==> src/rtl/ram_rd_pkg.sv <==
// ---------------------------------------------------------------------------
// ram_rd_pkg
// Shared definitions for the RAM burst reader: default widths and the
// controller state encoding.
// ---------------------------------------------------------------------------
package ram_rd_pkg;

    localparam int ADDR_W_DEF     = 12;  // 4096-word RAM
    localparam int DATA_W_DEF     = 64;  // RAM word / stream beat width
    localparam int LEN_W_DEF      = 13;  // burst length 1..4096 beats
    localparam int FIFO_DEPTH_DEF = 4;   // output buffer entries

    typedef enum logic [1:0] {
        IDLE  = 2'd0,   // waiting for a request
        ISSUE = 2'd1,   // issuing RAM reads
        DRAIN = 2'd2    // all reads issued, waiting for the last beat to leave
    } state_e;

endpackage

==> src/rtl/ram_rd_fifo.sv <==
// ---------------------------------------------------------------------------
// ram_rd_fifo
// Synchronous first-word-fall-through FIFO with an occupancy count.
// The head entry is visible on head_data_o whenever empty_o is low.
//
// Ports
//   clk_i        clock, rising edge
//   rst_i        synchronous active-high reset (clears pointers and count)
//   push_i       write push_data_i this cycle
//   push_data_i  entry to store
//   pop_i        consumer takes the head entry this cycle (ignored when empty)
//   head_data_o  current head entry
//   empty_o      no entries stored
//   count_o      number of stored entries (0..DEPTH)
// ---------------------------------------------------------------------------
module ram_rd_fifo #(
    parameter int WIDTH = 65,
    parameter int DEPTH = 4
) (
    input  logic                     clk_i,
    input  logic                     rst_i,
    input  logic                     push_i,
    input  logic [WIDTH-1:0]         push_data_i,
    input  logic                     pop_i,
    output logic [WIDTH-1:0]         head_data_o,
    output logic                     empty_o,
    output logic [$clog2(DEPTH):0]   count_o
);

    localparam int PTR_W = $clog2(DEPTH);
    localparam int CNT_W = PTR_W + 1;

    logic [WIDTH-1:0] mem_q [DEPTH];
    logic [PTR_W-1:0] wr_ptr_q;
    logic [PTR_W-1:0] rd_ptr_q;
    logic [CNT_W-1:0] count_q;
    logic [CNT_W-1:0] count_d;
    logic             full;
    logic             do_push;
    logic             do_pop;

    assign empty_o     = (count_q == '0);
    assign full        = (count_q == CNT_W'(DEPTH));
    assign count_o     = count_q;
    assign head_data_o = mem_q[rd_ptr_q];

    assign do_pop  = pop_i && !empty_o;
    // A push into a full FIFO is only legal when the head leaves the same cycle.
    assign do_push = push_i && (!full || do_pop);

    always_comb begin
        count_d = count_q;
        case ({do_push, do_pop})
            2'b10:   count_d = count_q + CNT_W'(1);
            2'b01:   count_d = count_q - CNT_W'(1);
            default: count_d = count_q;  // idle, or push and pop together
        endcase
    end

    // Storage carries no reset; only the pointers define what is valid.
    always_ff @(posedge clk_i) begin
        if (do_push) begin
            mem_q[wr_ptr_q] <= push_data_i;
        end
    end

    always_ff @(posedge clk_i) begin
        if (rst_i) begin
            wr_ptr_q <= '0;
            rd_ptr_q <= '0;
            count_q  <= '0;
        end else begin
            if (do_push) begin
                wr_ptr_q <= wr_ptr_q + PTR_W'(1);
            end
            if (do_pop) begin
                rd_ptr_q <= rd_ptr_q + PTR_W'(1);
            end
            count_q <= count_d;
        end
    end

    // The upstream credit scheme must never offer a word with no room for it.
    overflow_a : assert property (@(posedge clk_i) disable iff (rst_i)
        !(push_i && full && !pop_i));

endmodule

==> src/rtl/ram_burst_reader.sv <==
// ---------------------------------------------------------------------------
// ram_burst_reader
// Accepts a burst request (start address, beat count), reads that many
// consecutive words from a synchronous RAM (1-cycle read latency, address
// wraps at 2^ADDR_W) and streams them out through a small FWFT buffer,
// marking the final beat with m_last.
//
// Handshakes: a transfer happens on a rising edge where valid and ready are
// both high. The request side may only be accepted in IDLE; the output
// side holds m_data/m_last stable while m_valid is high and m_ready is low.
//
// Ports
//   clk, rst             clock and synchronous active-high reset
//   req_valid/req_ready  request handshake; req_addr/req_len are the burst
//   rd, rd_add           RAM read enable / address (rd_add is 0 when rd is 0)
//   rd_data              RAM read data, valid the cycle after rd
//   m_valid/m_ready      output beat handshake; m_data/m_last are the beat
//   busy                 controller is not IDLE
//   dbg_state            current controller state
// ---------------------------------------------------------------------------
module ram_burst_reader
    import ram_rd_pkg::*;
#(
    parameter int ADDR_W     = ADDR_W_DEF,
    parameter int DATA_W     = DATA_W_DEF,
    parameter int LEN_W      = LEN_W_DEF,
    parameter int FIFO_DEPTH = FIFO_DEPTH_DEF
) (
    input  logic              clk,
    input  logic              rst,
    input  logic              req_valid,
    output logic              req_ready,
    input  logic [ADDR_W-1:0] req_addr,
    input  logic [LEN_W-1:0]  req_len,
    output logic              rd,
    output logic [ADDR_W-1:0] rd_add,
    input  logic [DATA_W-1:0] rd_data,
    output logic              m_valid,
    input  logic              m_ready,
    output logic [DATA_W-1:0] m_data,
    output logic              m_last,
    output logic              busy,
    output state_e            dbg_state
);

    localparam int CNT_W = $clog2(FIFO_DEPTH) + 1;

    state_e            state_q;
    logic [ADDR_W-1:0] addr_q;
    logic [LEN_W-1:0]  remaining_q;
    logic              inflight_q;       // a read was issued last cycle
    logic              inflight_last_q;  // ... and it was the burst's final read

    logic [CNT_W-1:0]  fifo_count;
    logic [CNT_W:0]    credit_used;
    logic              fifo_empty;
    logic [DATA_W:0]   fifo_head;
    logic              issue;
    logic              last_read;
    logic              accept;
    logic              pop;

    // Buffer slots already spoken for: stored words plus the word whose
    // RAM read is still in flight. A new read only goes out if a slot is
    // guaranteed, so the buffer can never overflow even with m_ready low.
    assign credit_used = {1'b0, fifo_count} + {{CNT_W{1'b0}}, inflight_q};

    assign issue     = (state_q == ISSUE) && (credit_used < (CNT_W+1)'(FIFO_DEPTH));
    assign last_read = issue && (remaining_q == LEN_W'(1));

    assign req_ready = (state_q == IDLE) && !rst;
    assign accept    = req_valid && req_ready;

    assign rd        = issue;
    assign rd_add    = issue ? addr_q : '0;

    assign m_valid   = !fifo_empty;
    assign m_data    = fifo_head[DATA_W-1:0];
    assign m_last    = m_valid && fifo_head[DATA_W];
    assign pop       = m_valid && m_ready;

    assign busy      = (state_q != IDLE);
    assign dbg_state = state_q;

    always_ff @(posedge clk) begin
        if (rst) begin
            state_q         <= IDLE;
            addr_q          <= '0;
            remaining_q     <= '0;
            inflight_q      <= 1'b0;
            inflight_last_q <= 1'b0;
        end else begin
            inflight_q      <= issue;
            inflight_last_q <= last_read;
            case (state_q)
                IDLE: begin
                    // A zero-length request is accepted and simply discarded.
                    if (accept && (req_len != '0)) begin
                        addr_q      <= req_addr;
                        remaining_q <= req_len;
                        state_q     <= ISSUE;
                    end
                end
                ISSUE: begin
                    if (issue) begin
                        addr_q      <= addr_q + ADDR_W'(1);  // wraps naturally
                        remaining_q <= remaining_q - LEN_W'(1);
                        if (last_read) begin
                            state_q <= DRAIN;
                        end
                    end
                end
                DRAIN: begin
                    if (pop && m_last) begin
                        state_q <= IDLE;
                    end
                end
                default: state_q <= IDLE;
            endcase
        end
    end

    // Returning RAM data is tagged with the last flag of the read it answers.
    // Reset clears inflight_q, so data for a read issued before reset is dropped.
    ram_rd_fifo #(
        .WIDTH (DATA_W + 1),
        .DEPTH (FIFO_DEPTH)
    ) u_fifo (
        .clk_i       (clk),
        .rst_i       (rst),
        .push_i      (inflight_q),
        .push_data_i ({inflight_last_q, rd_data}),
        .pop_i       (pop),
        .head_data_o (fifo_head),
        .empty_o     (fifo_empty),
        .count_o     (fifo_count)
    );

endmodule

==> config.mk <==
export PLATFORM = sky130hd
export DESIGN_NAME = ram_burst_reader
export DESIGN_NICKNAME = d
export VERILOG_FILES = /design/src/rtl/ram_rd_pkg.sv /design/src/rtl/ram_rd_fifo.sv /design/src/rtl/ram_burst_reader.sv
export SDC_FILE = /design/constraint.sdc
export NUM_CORES = 1
export LEC_CHECK = 0
export CAP_MARGIN = 20
export CORE_UTILIZATION = 54
export DETAILED_ROUTE_END_ITERATION = 7
export GPL_TIMING_DRIVEN = 0
export HOLD_SLACK_MARGIN = 0.15
export PLACE_DENSITY_LB_ADDON = 0.15
export SETUP_SLACK_MARGIN = 0.15
export SLEW_MARGIN = 40
export SYNTH_ARGS = -nofsm -noshare
export SYNTH_HDL_FRONTEND = slang
export SYNTH_SLANG_ARGS = --single-unit
==> constraint.sdc <==
create_clock -name clk -period 3.6 [get_ports clk]
set_input_delay 0.36 -clock clk [delete_from_list [all_inputs] [get_ports clk]]
set_output_delay 0.36 -clock clk [all_outputs]
set_load 0.01 [all_outputs]
==> summary.md, run 1 <==
| Metric | Value |
|---|---|
| CP max stage cell | `clkbuf_1` |
| Synth-to-layout area growth | `27.8%` |
| Worst path cell trace | `clkbuf_1, clkbuf_1, mux4_2, clkdlybuf4s50_1` |
| Worst endpoint required time | `3240 ps` |
| Top FF cell, synth | `edfxtp_1` |
| Reg power frac | `0.485` |
| Initial antenna violation count | `0` |
| # DRC | `0` |
| Remaining Overflow, GRT | `0` |
| Status | `complete, no violations` |
| H-tree levels | `1` |
| Startpoint Class | `register` |
| CP endpoint kind | `output pin` |
| Crit path largest cell delay | `590 ps` |
| Max-capacitance violation count | `0` |
| Starting Density | `0.551` |
| Clock Latency Late Sink | `530 ps` |
| Post-synth ARST share | `0` |
| I/O pins | `176` |
| Critical path data arrival time | `2940 ps` |
| Clock Tree Root | `clkbuf_16` |
| Drt total wl | `24,800 um` |
| Seq/Total Area, Yosys | `0.737` |
| Resize count post-CTS | `0` |
| ANT nets after route | `0` |
| Via count | `6,716` |
| Buf/Inv on CP | `3` |
| Power Internal | `0.00622 W` |
| Worst flop-to-flop path endpoint | `u_fifo.count_o[2]` |
| DIE WIDTH | `149 um` |
| Row count | `53` |
| Crit Path Category | `reg2out` |
| Clock skew | `14.0 ps` |
| Routed WL per cell | `21.7 um` |
| Yosys reg bits | `298` |
| P per Cell Area | `539 mW/mm^2` |
| Switching Fraction | `0.223` |
| Netlist cell types | `53` |
| Fmax | `0.303 GHz` |
| Transition time of the tightest slew-check pin | `676 ps` |
| Die area | `0.0221 sq mm` |
| Vias in the first global route | `7,010` |
| Period Utilization, post-route | `0.917` |
| Setup violators final | `0` |
| CP max FO | `10` |
| Post-synthesis area per instance | `18.4 sq um` |
| Gr busiest metal | `met2` |
| HP Class | `in2reg` |
| Placed inst area | `0.0139 sq mm` |
| Clock Path Buffers | `3` |
| Most frequent cells in the layout | `260 x edfxtp_1, 175 x clkdlybuf4s50_1, 65 x mux4_2` |
| Total leakage power | `4.75 nW` |
| Drt first pass iters | `5` |
| Logic pwr share | `0.145` |
| Core Area | `0.0211 sq mm` |
| Slew Limit Fails | `0` |
| Placer Congestion | `0.934` |
| Switching power | `0.00179 W` |
| Port bufs | `175` |
| Fin crit period | `3300 ps` |
| Post-layout util | `0.704` |
| Iteration-0 DRC Markers | `425` |
| Mapped Nets | `734` |
| Overall global routing resource usage | `0.231` |
| First-pass GRT wire length | `38,700 um` |
| Global routing met3 resource utilization | `0.0301` |
| CTS tree | `yes` |
| Design Area, Final | `0.0148 sq mm` |
| Die height | `149 um` |
| Synth Cell Area | `0.0116 sq mm` |
| Critical path's top delay family | `buffers and inverters` |
| Post-synth EDFFs | `260` |
| Placed insts | `1,090` |
| Mapped Cells | `632` |
| R2R setup slack | `1180 ps` |
| YS warnings | `0` |
| Slew headroom | `0.550` |
| Hold path depth | `3` |
| Share of cells above drive strength 1 | `0.172` |
| Mean number of vias per cell | `5.86` |
| CTS Sinks | `298` |
| Detail Placement HPWL | `16,400 um` |
| CTS Buf Count | `29` |
| Min-delay src | `req_addr[1]` |
| Origin of the critical flop-to-flop path | `u_fifo.count_o[2]` |
| Post-Layout Cell Count | `1,146` |
| Met2 Use GR | `0.401` |
| Maximum VDD drop | `427 uV` |
| Fillers | `1,373` |
| Clock slew at reported path FFs | `70 ps` |
| Commonest non-fill, non-tap cell in the layout | `edfxtp_1` |
| Worst hold endpoint | `addr_q[1]` |
| FF-to-FF path depth | `9` |
| Clock power share | `0.370` |
| Most used cell, CP | `clkbuf_1` |
| Antenna fix cells | `0` |
| Met1 GRT Util | `0.308` |
| Levels on crit path | `4` |
| Final net count | `951` |
| Largest net degree at the start of global routing | `34` |
| RSZ-0062 raised after global routing | `no` |
| Hold Vio Cnt, Final | `0` |
[per-layer routing]
| layer | up-vias | routed length, um | part of all wire |
|---|---|---|---|
| met5 | - | 0 | 0 |
| met4 | 0 | 470 | 0.019 |
| met3 | 46 | 1600 | 0.064 |
| met2 | 257 | 12800 | 0.52 |
| met1 | 3438 | 9970 | 0.40 |
| li1 | 2975 | - | - |
[how the worst max path moves through the flow]
stage | slack [ps] | startpoint | endpoint
2_1_floorplan | 900 | u_fifo.count_o[1] | u_fifo.mem_q[0][0]
3_3_place_gp | -730 | m_ready | u_fifo.mem_q[3][21]
3_5_place_dp | 780 | dbg_state[0] | rd_add[7]
4_1_cts | 190 | dbg_state[0] | rd_add[7]
5_1_grt | 150 | register | m_data[50]
6_report | 300 | register | m_data[37]
[cell usage after synthesis, drive strengths merged, types with 5 or more instances]
master | count | area [sq um]
a21oi | 31 | 155
and2 | 18 | 113
buf | 15 | 78.8
clkbuf | 16 | 60.1
dfxtp | 38 | 761
edfxtp | 260 | 7810
ha | 8 | 100
inv | 10 | 37.5
mux4 | 65 | 1460
nand2 | 27 | 101
nand3 | 11 | 55.1
nor2 | 30 | 115
nor3 | 15 | 80.1
nor4 | 7 | 58.8
o21ai | 14 | 70.1
or2 | 5 | 31.3
xor2 | 7 | 61.3
[area by class of cell]
class | instances | area [sq um] | share of cell area
repair buffers | 186 | 1930 | 0.130
clock buffers | 34 | 744 | 0.0501
plain buffers | 31 | 139 | 0.00935
well taps | 275 | 344 | 0.0232
flip-flops and latches | 298 | 8570 | 0.577
clock inverters | 19 | 195 | 0.0131
multi-input cells | 292 | 2880 | 0.194
inverters | 11 | 41.3 | 0.00278
[sequential cells by signal, summed over array words and instances (netlist names), named ones only]
signal and count:
inflight_q 1, addr_q 12, u_fifo.mem_q 260, u_fifo.wr_ptr_q 2
u_fifo.rd_ptr_q 2, remaining_q 13, inflight_last_q 1, u_fifo.count_o 3
dbg_state 2
[kinds of logic (layout without fill, tap and decap cells)]
group	after synthesis	after routing	share of synthesized area
AO/OA/AOI/OAI	71	71	0.0409
XOR/XNOR	10	10	0.00754
flip-flops	298	298	0.737
buffers and inverters	42	281	0.0155
multiplexers	66	66	0.127
AND/OR/NAND/NOR	136	136	0.0616
adder cells (fa/ha/maj)	9	9	0.0103
[power groups by stage]
stage	Clock [W]	Combinational, W	Sequential (W)
floorplan	0	0.000633	0.00394
global placement	0	0.00113	0.00395
detailed placement	0	0.00116	0.00396
CTS	0.00301	0.00117	0.00388
global route	0.00315	0.00125	0.00389
finish	0.00297	0.00116	0.00389
[metrics by stage]
stage          hold slack, ps  total power [W]  setup TNS (ps)  setup WS (ps)
2_1_floorplan             438          0.00458               0            904
3_3_place_gp              448          0.00508         -184210           -726
3_5_place_dp              466          0.00511               0            776
4_1_cts                   398          0.00806               0            191
5_1_grt                   420          0.00829               0            153
6_report                  409          0.00801               0            297
[tightest hold or removal path, stage by stage]
cell and delay (ps):
clkdlybuf4s50_1 390, nand2_1 50, a311oi_1 80
[repair_timing]
item | 4_1_cts | 5_1_grt
setup endpoints to repair | 0 | 9
setup buffers | 0 | 3
hold buffers | 0 | 0
hold endpoints to repair | 0 | 0
Note: power is estimated with default switching activity, not from simulation.
==> inputs of run 2 (changes only) <==
Settings changed: GPL_TIMING_DRIVEN 0 to not set.
==> run 2 against run 1 <==
  * Final cell count shrank 2.2%
  * Sequential power is essentially flat
  * Setup slack gained 290 ps
  * Total power shrank 1.0%
  * Clock skew shrank 4.4 ps
  * Fmax grew 9.7%
  * Flip-flop and latch count is the same
  * Global-route usage shrank 0.65 points
  * Design area shrank 0.93%
  * Sequential share of layout area grew 0.60 points
  * Via count shrank 3.4%
  * Non-clock buffer count shrank 25
==> summary.md, run 2 (synthesis gave the netlist of run 1 again) <==
| Metric | Value |
|---|---|
| Synth-to-layout area growth | `26.6%` |
| Max reg flops | `260 (unchanged)` |
| Maximum VDD drop | `312 uV (-27%)` |
| Vias in the first global route | `6,818 (-2.7%)` |
| Clock Tree Root | `clkbuf_16` |
| CTS Sinks | `298 (unchanged)` |
| Slew Limit Fails | `0 (unchanged)` |
| Clock power share | `0.366 (-0.004)` |
| Most flop-heavy register | `u_fifo.mem_q` |
| Fin crit period | `3010 ps (-292 ps)` |
| Reg power frac | `0.495 (+0.010)` |
| Clock skew | `9.59 ps (-4.44 ps)` |
| ANT nets after route | `0 (unchanged)` |
| Status | `complete, no violations` |
| Logic pwr share | `0.139 (-0.006)` |
| Iteration-0 DRC Markers | `448 (+5.4%)` |
| Startpoint Class | `register` |
| Fmax | `0.332 GHz (+9.7%)` |
| Fillers | `1,365 (-0.58%)` |
| Antenna fix cells | `0 (unchanged)` |
| Placed insts | `1,068 (-2.0%)` |
| Port bufs | `175 (unchanged)` |
| Die area | `0.0221 sq mm (unchanged)` |
| HP Class | `in2reg` |
| P per Cell Area | `539 mW/mm^2 (about the same)` |
| CTS tree | `yes` |
| Resize count post-CTS | `0 (unchanged)` |
| Clock Path Buffers | `3 (unchanged)` |
| Routed WL per cell | `21.5 um (-0.73%)` |
| CP max stage cell | `a311oi_4` |
| Hold Vio Cnt, Final | `0 (unchanged)` |
| Mean number of vias per cell | `5.79 (-1.3%)` |
| I/O pins | `176 (unchanged)` |
| Worst path cell trace | `nand2b_1, a311oi_4, buf_4, and2_1, clkdlybuf4s50_1` |
| R2R setup slack | `1120 ps (-60 ps)` |
| Worst endpoint required time | `3240 ps (about the same)` |
| Starting Density | `0.551 (unchanged)` |
| Detail Placement HPWL | `15,400 um (-6.2%)` |
| Post-CTS Setup Bufs | `0 (unchanged)` |
| Most frequent cells in the layout | `260 x edfxtp_1, 175 x clkdlybuf4s50_1, 65 x mux4_2` |
| Period Utilization, post-route | `0.836 (-0.0811)` |
| Overall global routing resource usage | `0.225 (-0.00649)` |
| Max-capacitance violation count | `0 (unchanged)` |
| Remaining Overflow, GRT | `0 (unchanged)` |
| Critical path data arrival time | `2650 ps (-290 ps)` |
| Drt total wl | `24,100 um (-2.9%)` |
| Clock slew at reported path FFs | `60 ps (about the same)` |
| Drt first pass iters | `5 (unchanged)` |
| Total leakage power | `4.69 nW (-1.4%)` |
| Switching Fraction | `0.225 (+0.00198)` |
| RSZ-0062 raised after global routing | `no` |
| Largest net degree at the start of global routing | `47 (+38%)` |
| DIE WIDTH | `149 um (unchanged)` |
| Final net count | `926 (-2.6%)` |
| Slew headroom | `0.510 (-0.0401)` |
| Setup violators final | `0 (unchanged)` |
| Initial antenna violation count | `0 (unchanged)` |
| Core Area | `0.0211 sq mm (unchanged)` |
| Power Internal | `0.00614 W (-1.3%)` |
| Via count | `6,487 (-3.4%)` |
| Transition time of the tightest slew-check pin | `736 ps (+60.1 ps)` |
| CTS Buf Count | `29 (unchanged)` |
| Share of cells above drive strength 1 | `0.174 (+0.00154)` |
| Crit path largest cell delay | `560 ps (-30 ps)` |
| Clock Latency Late Sink | `530 ps (about the same)` |
| Placer Congestion | `0.845 (-9.5%)` |
| CP endpoint kind | `output pin` |
| Final setup TNS | `0 ps (unchanged)` |
| CTS Hold Buffers Added | `0 (unchanged)` |
| First-pass GRT wire length | `37,400 um (-3.1%)` |
| Commonest non-fill, non-tap cell in the layout | `edfxtp_1` |
| Largest registers | `u_fifo.mem_q: 260 flops, remaining_q: 13 flops, addr_q: 12 flops` |
| CP max FO | `13 (+3)` |
| Crit Path Category | `reg2out` |
| Switching power | `0.00179 W (-0.15%)` |
| Row count | `53 (unchanged)` |
| Post-Layout Cell Count | `1,121 (-2.2%)` |
| # DRC | `0 (unchanged)` |
| Die height | `149 um (unchanged)` |
| H-tree levels | `1 (unchanged)` |
run 2: per-layer routing:
metal  up-vias  global-route usage  share of wire
met3        32              0.0331          0.060
met1      3294               0.298           0.40
met4         0              0.0546          0.016
met2       237               0.392           0.53
met5         -                   0              0
li1       2924                   -              -
run 2: final cells by class:
| cell class | count | area [sq um] | share of cell area |
|---|---|---|---|
| well taps | 275 | 344 | 0.0234 |
| flip-flops and latches | 298 | 8580 | 0.583 |
| multi-input cells | 292 | 2880 | 0.196 |
| clock buffers | 30 | 729 | 0.0496 |
| repair buffers | 192 | 1940 | 0.132 |
| inverters | 11 | 41.3 | 0.00281 |
| clock inverters | 23 | 195 | 0.0133 |
run 2: final timing paths:
check	startpoint	to	cells past startpoint
worst min-delay path	req_addr[0]	addr_q[0]	3
worst max-delay path	dbg_state[1]	rd_add[7]	5
worst max register to register	u_fifo.count_o[2]	u_fifo.count_o[2]	9
worst min register to register	inflight_last_q	u_fifo.mem_q[1][64]	0
run 2: power groups by stage:
stage / Sequential [W] / Clock [W] / Combinational (W)
floorplan: 0.00394 / 0 / 0.000633
global placement: 0.00399 / 0 / 0.00108
detailed placement: 0.00400 / 0 / 0.00111
CTS: 0.00393 / 0.00295 / 0.00112
global route: 0.00394 / 0.00310 / 0.00119
finish: 0.00392 / 0.00290 / 0.00110
run 2: worst max-delay path, delay by kind of cell (launching register included):
family	cells	cell delay (ps)
buf+inv	2	820
compound gates	1	560
simple gates	2	380
flops	1	360
run 2: through the flow:
stage          setup WS (ps)  hold slack (ps)  power [W]  instance area (sq um)  utilization
5_1_grt                  436              435    0.00823                  14700        0.698
3_3_place_gp            1080              447    0.00507                  13800        0.654
4_1_cts                  518              410    0.00800                  14700        0.698
2_1_floorplan            904              438    0.00458                  11600            -
3_5_place_dp             926              470    0.00511                  13800        0.654
6_report                 589              431    0.00793                  14700        0.698
==> inputs of run 3 (changes only) <==
Clock period 3.6 ns to 3.01 ns, I/O delays scaled along.
==> run 3 against run 2 <==
  * Core utilization hardly changed
  * Die area did not move
  * Final cell count is 0.62% higher
  * Critical path depth decreased by 2
  * Non-clock buffer count rose by 7
  * Critical path type unchanged
  * Sequential power grew 19%
  * Global-route usage fell by 0.58 points
  * Largest cell class unchanged
  * Register-to-register slack got worse by 520 ps
  * Highest routed layer unchanged
  * First-iteration DRC count decreased by 0.89%
  * Total power rose by 18%
==> summary.md, run 3 (synthesis gave the netlist of run 1 again) <==
| Metric | Value |
|---|---|
| Post-Layout Cell Count | `1,128 (+0.62%)` |
| Hold Vio Cnt, Final | `0 (unchanged)` |
| Clock Tree Root | `clkbuf_16` |
| CTS Buf Count | `29 (unchanged)` |
| Fillers | `1,344 (-1.5%)` |
| Most frequent cells in the layout | `260 x edfxtp_1, 175 x clkdlybuf4s50_1, 65 x mux4_2` |
| I/O pins | `176 (unchanged)` |
| Most flop-heavy register | `u_fifo.mem_q` |
| Worst endpoint required time | `2710 ps (-530 ps)` |
| Transition time of the tightest slew-check pin | `710 ps (-25.7 ps)` |
| CTS Hold Buffers Added | `0 (unchanged)` |
| Iteration-0 DRC Markers | `444 (-0.89%)` |
| First-pass GRT wire length | `36,800 um (-1.8%)` |
| Antenna fix cells | `0 (unchanged)` |
| PnR worst setup slack | `308 ps (-281 ps)` |
| HP Class | `in2reg` |
| Core Area | `0.0211 sq mm (unchanged)` |
| CP max stage cell | `dfxtp_4` |
| Synth-to-layout area growth | `26.7% (about the same)` |
| Largest registers | `u_fifo.mem_q: 260 flops, remaining_q: 13 flops, addr_q: 12 flops` |
| Clock Latency Late Sink | `530 ps (about the same)` |
| P per Cell Area | `633 mW/mm^2 (+18%)` |
| Initial antenna violation count | `0 (unchanged)` |
| Slew headroom | `0.527 (+0.0172)` |
| Crit path largest cell delay | `670 ps (+110 ps)` |
| Critical path data arrival time | `2400 ps (-250 ps)` |
| Vias in the first global route | `6,809 (-0.13%)` |
| Fin crit period | `2700 ps` |
| Placed insts | `1,071 (+0.28%)` |
| Remaining Overflow, GRT | `0 (unchanged)` |
| Resize count post-CTS | `0 (unchanged)` |
| Port bufs | `175 (unchanged)` |
| Clock Path Buffers | `3 (unchanged)` |
| Clock skew | `11.9 ps (+2.33 ps)` |
| Die area | `0.0221 sq mm (unchanged)` |
| CTS tree | `yes` |
| Starting Density | `0.551 (unchanged)` |
| DIE WIDTH | `149 um (unchanged)` |
| Worst path cell trace | `buf_4, mux4_2, clkdlybuf4s50_1` |
| Share of cells above drive strength 1 | `0.175 (+0.000919)` |
| Startpoint Class | `register` |
| Via count | `6,498 (+0.17%)` |
| RSZ-0062 raised after global routing | `no` |
| CP endpoint kind | `output pin` |
| Final setup TNS | `0 ps (unchanged)` |
| H-tree levels | `1 (unchanged)` |
| CP max FO | `30 (+17)` |
| Critical path's top delay family | `buffers and inverters` |
| Max-capacitance violation count | `0 (unchanged)` |
| Clock slew at reported path FFs | `60 ps (about the same)` |
| Buf/Inv on CP | `2 (unchanged)` |
| Setup violators final | `0 (unchanged)` |
| Die height | `149 um (unchanged)` |
| Status | `complete, no violations` |
| Crit Path Category | `reg2out` |
| # DRC | `0 (unchanged)` |
| Drt total wl | `23,800 um (-1.4%)` |
| CTS Sinks | `298 (unchanged)` |
| ANT nets after route | `0 (unchanged)` |
| Fmax | `0.370 GHz` |
| Mean number of vias per cell | `5.76 (-0.45%)` |
| Slew Limit Fails | `0 (unchanged)` |
| Final net count | `933 (+0.76%)` |
| Period Utilization, post-route | `0.898` |
| Largest net degree at the start of global routing | `40 (-15%)` |
| Placer Congestion | `0.881 (+4.3%)` |
| Commonest non-fill, non-tap cell in the layout | `edfxtp_1` |
| Detail Placement HPWL | `15,100 um (-2.3%)` |
| Drt first pass iters | `5 (unchanged)` |
| Pre-CTS setup slack | `447 ps (-479 ps)` |
| Total leakage power | `4.69 nW (+0.17%)` |
| Overall global routing resource usage | `0.219 (-0.00580)` |
| Row count | `53 (unchanged)` |
| Worst hold margin | `373 ps (-57.4 ps)` |
| Routed WL per cell | `21.1 um (-2.0%)` |
| Maximum VDD drop | `441 uV (+41%)` |
| Max reg flops | `260 (unchanged)` |
[run 3: what timing repair did]
action	in CTS	in global routing
pin swaps	0	1
hold endpoints to repair	0	0
setup endpoints to repair	6	12
buffers inserted	2	2
[run 3: metal layers]
metal / GRT usage / share of wire / vias up
met1: 0.299 / 0.41 / 3287
met3: 0.0310 / 0.069 / 30
met5: 0 / 0 / -
met2: 0.371 / 0.51 / 247
met4: 0.0582 / 0.018 / 0
li1: - / - / 2934
[run 3: final timing paths]
path                          start                   to  slack (ps)  cells after the start
setup / recovery           register           m_data[36]         310                      3
hold / removal          req_addr[0]            addr_q[0]         370                      3
setup reg to reg  u_fifo.count_o[2]    u_fifo.count_o[2]         600                      9
hold reg to reg     inflight_last_q  u_fifo.mem_q[2][64]         480                      0
[run 3: worst min-delay path, stage by stage]
cell,delay (ps)
clkdlybuf4s50_1,400
nand3_1,70
a31oi_1,70
[run 3: per-stage QoR]
step	util	power (W)	cell area (sq um)
CTS	0.697	0.00940	14700
global placement	0.655	0.00607	13800
detailed placement	0.655	0.00611	13800
finish	0.698	0.00932	14700
floorplan	-	0.00547	11600
global route	0.698	0.00964	14700
[run 3: final cells by class]
type                            count  area (sq um)  share of cell area
Sequential cell                   298          8580               0.583
Clock inverter                     16           113             0.00765
Inverter                           11          41.3             0.00281
Tap cell                          275           344              0.0234
Clock buffer                       37           756              0.0513
Multi-Input combinational cell    292          2880               0.196
Timing Repair Buffer              199          2010               0.136
[run 3: where the power goes]
part	leakage (nW)	switching (W)	internal, W
Sequential	2.66	0.0000826	0.00458
Combinational	1.61	0.000590	0.000774
Clock	0.424	0.00144	0.00186
